$ cat config.mk
export PLATFORM = sky130hd
export DESIGN_NAME = div_stage_unit
export DESIGN_NICKNAME = d
export VERILOG_FILES = /design/src/rtl/div_stage_unit.sv
export SDC_FILE = /design/constraint.sdc
export NUM_CORES = 1
export LEC_CHECK = 0
export ABC_AREA = 1
export CELL_PAD_IN_SITES_DETAIL_PLACEMENT = 0
export CELL_PAD_IN_SITES_GLOBAL_PLACEMENT = 1
export CORE_MARGIN = 4
export CORE_UTILIZATION = 43
export DETAILED_ROUTE_END_ITERATION = 10
export PLACE_DENSITY_LB_ADDON = 0.1
export SYNTH_ARGS = -nofsm -noshare
export SYNTH_HDL_FRONTEND = slang
export SYNTH_SLANG_ARGS = --single-unit
$ cat constraint.sdc
create_clock -name clk -period 11.6 [get_ports clk]
set_input_delay 2.32 -clock clk [delete_from_list [all_inputs] [get_ports clk]]
set_output_delay 2.32 -clock clk [all_outputs]
set_load 0.02 [all_outputs]
$ cat src/rtl/div_stage_unit.sv
// rtl/div_stage_unit.sv - execute-stage radix-2 restoring divider for DIV/DIVU
// Produces {HI=remainder, LO=quotient}, a stall request while busy, and honours annul/hold.
module div_stage_unit #(
    parameter int         WIDTH     = 32,
    parameter logic [7:0] DIV_CODE  = 8'b00011010,
    parameter logic [7:0] DIVU_CODE = 8'b00011011
) (
    input  logic               clk,
    input  logic               rst,
    input  logic [7:0]         alucontrolE,
    input  logic [WIDTH-1:0]   srca,
    input  logic [WIDTH-1:0]   srcb,
    input  logic               annul,
    input  logic               holdE,
    output logic               div_stallE,
    output logic               div_readyE,
    output logic [2*WIDTH-1:0] hiloE
);
    localparam int CW = $clog2(WIDTH);

    typedef enum logic [1:0] {IDLE, ON, DONE} state_t;

    state_t           state, state_next;
    logic [CW-1:0]    count;
    logic [WIDTH-1:0] quo, dvsr, rem;
    logic             neg_q, neg_r;

    logic             div_op, signed_op, start, by_zero, last_step;
    logic [WIDTH-1:0] abs_a, abs_b, quo_step, rem_step;
    logic [WIDTH:0]   trial;

    assign div_op    = (alucontrolE == DIV_CODE) || (alucontrolE == DIVU_CODE);
    assign signed_op = (alucontrolE == DIV_CODE);
    assign start     = div_op && !annul;
    assign by_zero   = (srcb == '0);
    assign last_step = (count == CW'(WIDTH - 1));

    // Magnitudes are taken as WIDTH-bit unsigned, so the most negative value maps to itself.
    assign abs_a = (signed_op && srca[WIDTH-1]) ? -srca : srca;
    assign abs_b = (signed_op && srcb[WIDTH-1]) ? -srcb : srcb;

    // rem < dvsr holds invariantly, so the trial difference fits a WIDTH+1 bit signed range.
    assign trial = {rem, quo[WIDTH-1]} - {1'b0, dvsr};

    always_comb begin
        rem_step = {rem[WIDTH-2:0], quo[WIDTH-1]};
        quo_step = {quo[WIDTH-2:0], 1'b0};
        if (!trial[WIDTH]) begin
            rem_step = trial[WIDTH-1:0];
            quo_step = {quo[WIDTH-2:0], 1'b1};
        end
    end

    assign div_stallE = div_op && (state != DONE) && !annul;
    assign div_readyE = (state == DONE);

    always_ff @(posedge clk) begin
        if (rst) begin
            state <= IDLE;
        end else begin
            state <= state_next;
        end
    end

    always_comb begin
        state_next = state;
        case (state)
            IDLE: begin
                if (start) begin
                    state_next = by_zero ? DONE : ON;
                end
            end
            ON: begin
                if (annul) begin
                    state_next = IDLE;
                end else if (last_step) begin
                    state_next = DONE;
                end
            end
            DONE: begin
                if (!(holdE && !annul)) begin
                    state_next = IDLE;
                end
            end
            default: state_next = IDLE;
        endcase
    end

    always_ff @(posedge clk) begin
        if (rst) begin
            count <= '0;
            quo   <= '0;
            dvsr  <= '0;
            rem   <= '0;
            neg_q <= 1'b0;
            neg_r <= 1'b0;
            hiloE <= '0;
        end else begin
            case (state)
                IDLE: begin
                    if (start && by_zero) begin
                        hiloE <= {srca, {WIDTH{1'b1}}};
                    end else if (start) begin
                        quo   <= abs_a;
                        dvsr  <= abs_b;
                        rem   <= '0;
                        count <= '0;
                        neg_q <= signed_op && (srca[WIDTH-1] ^ srcb[WIDTH-1]);
                        neg_r <= signed_op && srca[WIDTH-1];
                    end
                end
                ON: begin
                    if (annul) begin
                        count <= '0;
                    end else begin
                        quo   <= quo_step;
                        rem   <= rem_step;
                        count <= count + CW'(1);
                        if (last_step) begin
                            hiloE <= {neg_r ? -rem_step : rem_step,
                                      neg_q ? -quo_step : quo_step};
                        end
                    end
                end
                default: ;
            endcase
        end
    end
endmodule

Word level (Yosys, flattened, before mapping):

Index checks and enable logic that the tools add are counted.

* add/sub/neg operators: 6
* multiply operators: 0
* divide/modulo/power cells: 0
* order comparisons: 0
* equal/unequal tests: 13
* shift-type cells: 0
* muxes and demuxes: 28
* bitwise gates (word level): 2
* reduce and logical (&&, ||, !) cells: 18

Operators with widths (count)
* $mux 32: 11
* $mux 64: 3
* $neg 32->32: 4
* $pmux 32 s2: 2
* $pmux 64 s2: 1
* $sub 33x32->33: 1
* $logic_not 32->1: 1
* $eq 8x5->1 const B: 2
* $mux 5: 3
* $ne 2x2->1 const B: 7
* $mux 2: 5
* $pmux 5 s2: 1
* $reduce_and 3->1: 3
* $logic_and 1x1->1: 8
* $reduce_and 4->1: 2
* $pmux 2 s3: 1
* $add 5x1->5 const B: 1
* $eq 5x5->1 const B: 1
* $ne 3x3->1 const B: 1
* $eq 2x1->1 const B: 1
* $eq 2x2->1 const B: 1
* $logic_not 2->1: 1
* $reduce_bool 2->1: 1
* $logic_not 1->1: 1
* 4 further kinds: 4

* register bits: 169
* latch bits: 0
* RAM bits: 0
* memory bits (read-only): 0
* output and inout port bits: 66
* logic and storage cells: 75
* memories: 0

Logic depth before layout (Yosys ltp):

* depth in word-level cells: 7
* gate-level depth with buffers: 28
* mapped depth without buffers: 27

Worst setup path before layout:

No wires, ideal clock.

* kind: input-to-output
* start: input port alucontrolE[2]
* end: output port div_stallE
* arrival time: 3.189 ns
* setup slack: 6.091 ns
* stages on the path: 4
* buffers on the path: 0
* cells stage by stage: nor4_1 and2_1 inv_1 nor3_1

* word-level cells in the longest chain between the ends: 4
* elaborated cells on any way between the ends: 5
* those cells by class: eq/ne (2); reduce/logical (3)

Ends and longest elaborated chain
* from (decl): RTL line 10 `input logic [7:0] alucontrolE,`
* $eq 8x5->1: RTL line 32 `assign div_op = (alucontrolE == DIV_CODE) || (alucontrolE == DIVU_CODE);`
* $logic_or 1x1->1 *: RTL line 32
* $logic_and 1x1->1 * (2 in a row): RTL line 54 `assign div_stallE = div_op && (state != DONE) && !annul;`
* to (decl): RTL line 15 `output logic div_stallE,`

Mark *: on every way between the ends. The rest lies on a longest branch, timed or not.

Worst setup path in the final report:

* start: input port alucontrolE[1]
* end: output port div_stallE

Same word-level chain as after synthesis.

==> results by group <==
Logic synthesis
  • Count of flip-flops with a built-in enable after synthesis: 0
  • Synth area leader: sky130_fd_sc_hd__dfxtp_1
  • Gate count after technology mapping: 2222
  • Ys async rst share: 0
  • Synth top cells by count: sky130_fd_sc_hd__nand2_1 (627), sky130_fd_sc_hd__inv_1 (324), sky130_fd_sc_hd__a21oi_1 (185)
  • Synthesized flop and latch total: 169
  • Post-synthesis instance area: 13230 sq um
  • Yosys warning count: 0
  • Mapped Avg Cell Area: 5.955 sq um
  • Syn Nets: 2337
  • Leading register cell type out of synthesis: sky130_fd_sc_hd__dfxtp_1
  • Cell variety after synth: 52
  • Dominant cell by count in the synthesized netlist: sky130_fd_sc_hd__nand2_1
  • Sequential share of the synthesized area: 0.2557
  • Main area contributors after synthesis: sky130_fd_sc_hd__dfxtp_1 (26%), sky130_fd_sc_hd__nand2_1 (18%), sky130_fd_sc_hd__inv_1 (9.2%)
  • Yosys top cell area share: 0.2557

Power and ir drop
  • Max VDD drop: 0.0001151 V
  • Static Leak: 6.859 nW
  • Power per cell area: 92.87 nW/um^2

Clock network
  • Clock root buffer master: sky130_fd_sc_hd__clkbuf_16
  • Number of buffers inserted by hold repair at cts: 0
  • CTS Buf Count: 17
  • Post-cts sizing count: 0
  • CTS clk-pin slew, worst paths: 70 ps
  • Clock tree from TritonCTS: done
  • Number of setup buffers added after CTS: 0
  • Count of H-tree levels built during CTS: 4
  • Insertion delay to the later sink of the worst-skew pair: 460 ps
  • Clock sink total: 169
  • Number of buffers between clock root and the deepest sink: 2

Global routing
  • Overflow left after global routing: 0
  • Initial antenna violation count: 0
  • Number of global-route vias before repair: 13150
  • Total global routing track utilization: 0.2649
  • First-pass GRT wire length: 71330 microns
  • Pin count of the biggest net entering global routing: 69

Timing
  • Worst-margin pin slew: 1206 ps
  • Worst Skew: 19.76 ps
  • Highest attainable clock frequency: 0.1593 GHz
  • Max-slew violation count: 0
  • Setup slack after layout: 5321 ps
  • Setup repair after global routing missed its margin: false
  • Post-route setup TNS: 0 ps
  • Worst hold slack across all endpoints: 469.5 ps
  • Worst slew margin relative to its limit: 0.1948
  • Final hold violation count: 0
  • Fin crit share: 0.5413
  • Number of failing setup endpoints in the final timing report: 0
  • Final critical delay including setup and external delays: 6279 ps

Drt
  • Post-detailed-routing wire length: 45540 microns
  • Number of vias per cell: 5.341
  • Average detailed-routed wire length per instance: 16.81 microns
  • Routed length on met3: 2889 microns
  • Pre-Repair DR Iteration Count: 5
  • Starting DRT DRC Count: 1247
  • Number of vias after detailed routing: 14470
  • Count of antenna-violating nets left after detailed routing: 0
  • # DRC: 0
  • Met2 routed WL: 19320 microns
  • Uppermost metal layer occupied by signal nets: met4
  • WL met1: 22470 microns

Die
  • Placement row count: 63
  • Placeable core region: 30030 sq um
  • Chip width: 183.4 microns
  • Die Ht: 183.4 microns
  • Top Ports: 142
  • Initial standard-cell utilization of the core: 0.4406
  • Full die area: 33640 sq um

Critical path
  • Data arrival time of the critical path: 3960 ps
  • CP max FO: 3
  • Logic depth of the worst register-to-register path: 25
  • Stage delay of the slowest cell on the critical path: 630 ps
  • CP startpoint kind: input port
  • Required time at the worst-slack endpoint: 9280 ps
  • Cell with the largest stage delay on the worst path: sky130_fd_sc_hd__clkdlybuf4s50_1
  • CP Capture Type: output pin
  • Internal reg-to-reg setup slack: 6560 ps
  • Kind of critical path: input port to output pin
  • Critical path, cell by cell: clkdlybuf4s50_1, inv_1, nor4_1, and2_1, inv_1, nor3_1, clkdlybuf4s50_1

Status
  • Outcome: finished clean

Cells and area
  • Filler cell count in the final layout: 3190
  • # diodes: 0
  • Area of all placed cells without fillers: 15390 sq um
  • Area added between synthesis and finish: 16.34%
  • Final layout net count: 2422
  • Area taken by multi-input logic gates: 8239 sq um
  • Register area: 3383 sq um
  • Fraction of final layout cells with drive strength greater than 1: 0.06166

Place
  • Routability cong.: 0.9378
  • Number of port buffers: 141
  • Worst-case setup slack after placement: 5194 ps
  • Placed Area: 14840 sq um
  • HPWL after detailed placement: 35220 microns

Worst hold path
  • Kind of path behind the tightest hold check: flop to flop
  • Number of cells on the worst hold path: 2

Flow run
  • Number of maximum-capacitance constraint violations: 0
==> stage by stage <==
step / util / std cells / total power, mW
after global routing: 0.5126 / 2709 / 1.495
after global placement: 0.4940 / 2678 / 0.8706
after detailed placement: 0.4940 / 2678 / 0.8712
final: 0.5126 / 2709 / 1.430
after floorplan: - / 2222 / 0.7868
after CTS: 0.5126 / 2709 / 1.435
==> cells by family after synthesis <==
logic type / count (synthesis) / share of synthesized area
AND/OR/NAND/NOR: 1124 / 0.3702
AO/OA/AOI/OAI: 419 / 0.1767
flip-flops: 169 / 0.2557
buffers and inverters: 415 / 0.1229
XOR/XNOR: 56 / 0.03707
adder cells (fa/ha/maj): 39 / 0.03744
==> placed cells by master, fill, tap and decap left out, types with 38 or more instances in the layout <==
| cell type | Yosys | routed |
|---|---|---|
| sky130_fd_sc_hd__nand3_1 | 159 | 159 |
| sky130_fd_sc_hd__ha_1 | 38 | 38 |
| sky130_fd_sc_hd__a21oi_1 | 185 | 184 |
| sky130_fd_sc_hd__nand2_1 | 627 | 626 |
| sky130_fd_sc_hd__o21ai_0 | 135 | 135 |
| sky130_fd_sc_hd__inv_1 | 324 | 322 |
| sky130_fd_sc_hd__nor2_1 | 182 | 180 |
| sky130_fd_sc_hd__xor2_1 | 43 | 43 |
| sky130_fd_sc_hd__nand2_2 | 42 | 43 |
| sky130_fd_sc_hd__clkdlybuf4s50_1 | 0 | 140 |
| sky130_fd_sc_hd__dfxtp_1 | 169 | 169 |
==> critical path: cells and delay by family <==
kind | cells | cell delay, ps
buf+inv | 4 | 1180
simple gates | 3 | 460
==> final timing paths <==
check	to	startpoint
max	div_stallE	alucontrolE[1]
max reg2reg	hiloE[24]	dvsr[0]
min reg2reg	dvsr[31]	dvsr[31]
min	dvsr[31]	dvsr[31]
==> routing by layer <==
layer  track usage  vias to the layer above
li1              -                     7310
met5             0                        -
met4       0.06585                        0
met1        0.3947                     6622
met2        0.4021                      482
met3       0.03799                       56
==> sequential cells by signal (all words and copies together), names as in the netlist <==
| signal | flops |
|---|---|
| quo | 32 |
| neg_r | 1 |
| state | 2 |
| hiloE | 64 |
| neg_q | 1 |
| dvsr | 32 |
| rem | 32 |
| count | 5 |
==> where the power goes <==
part / switching [mW] / internal [mW] / total, mW
logic: 0.185 / 0.0949 / 0.280
registers: 0.00129 / 0.581 / 0.582
clock network: 0.264 / 0.303 / 0.567
total: 0.451 / 0.979 / 1.43
==> cell type report <==
class                           instances  share of cell area
Inverter                              329             0.08030
Clock inverter                         12            0.007559
Clock buffer                           19             0.02877
Tap cell                              390             0.03170
Multi-Input combinational cell       1638              0.5352
Timing Repair Buffer                  152             0.09672
Sequential cell                       169              0.2198
(Power assumes the default switching activity.)
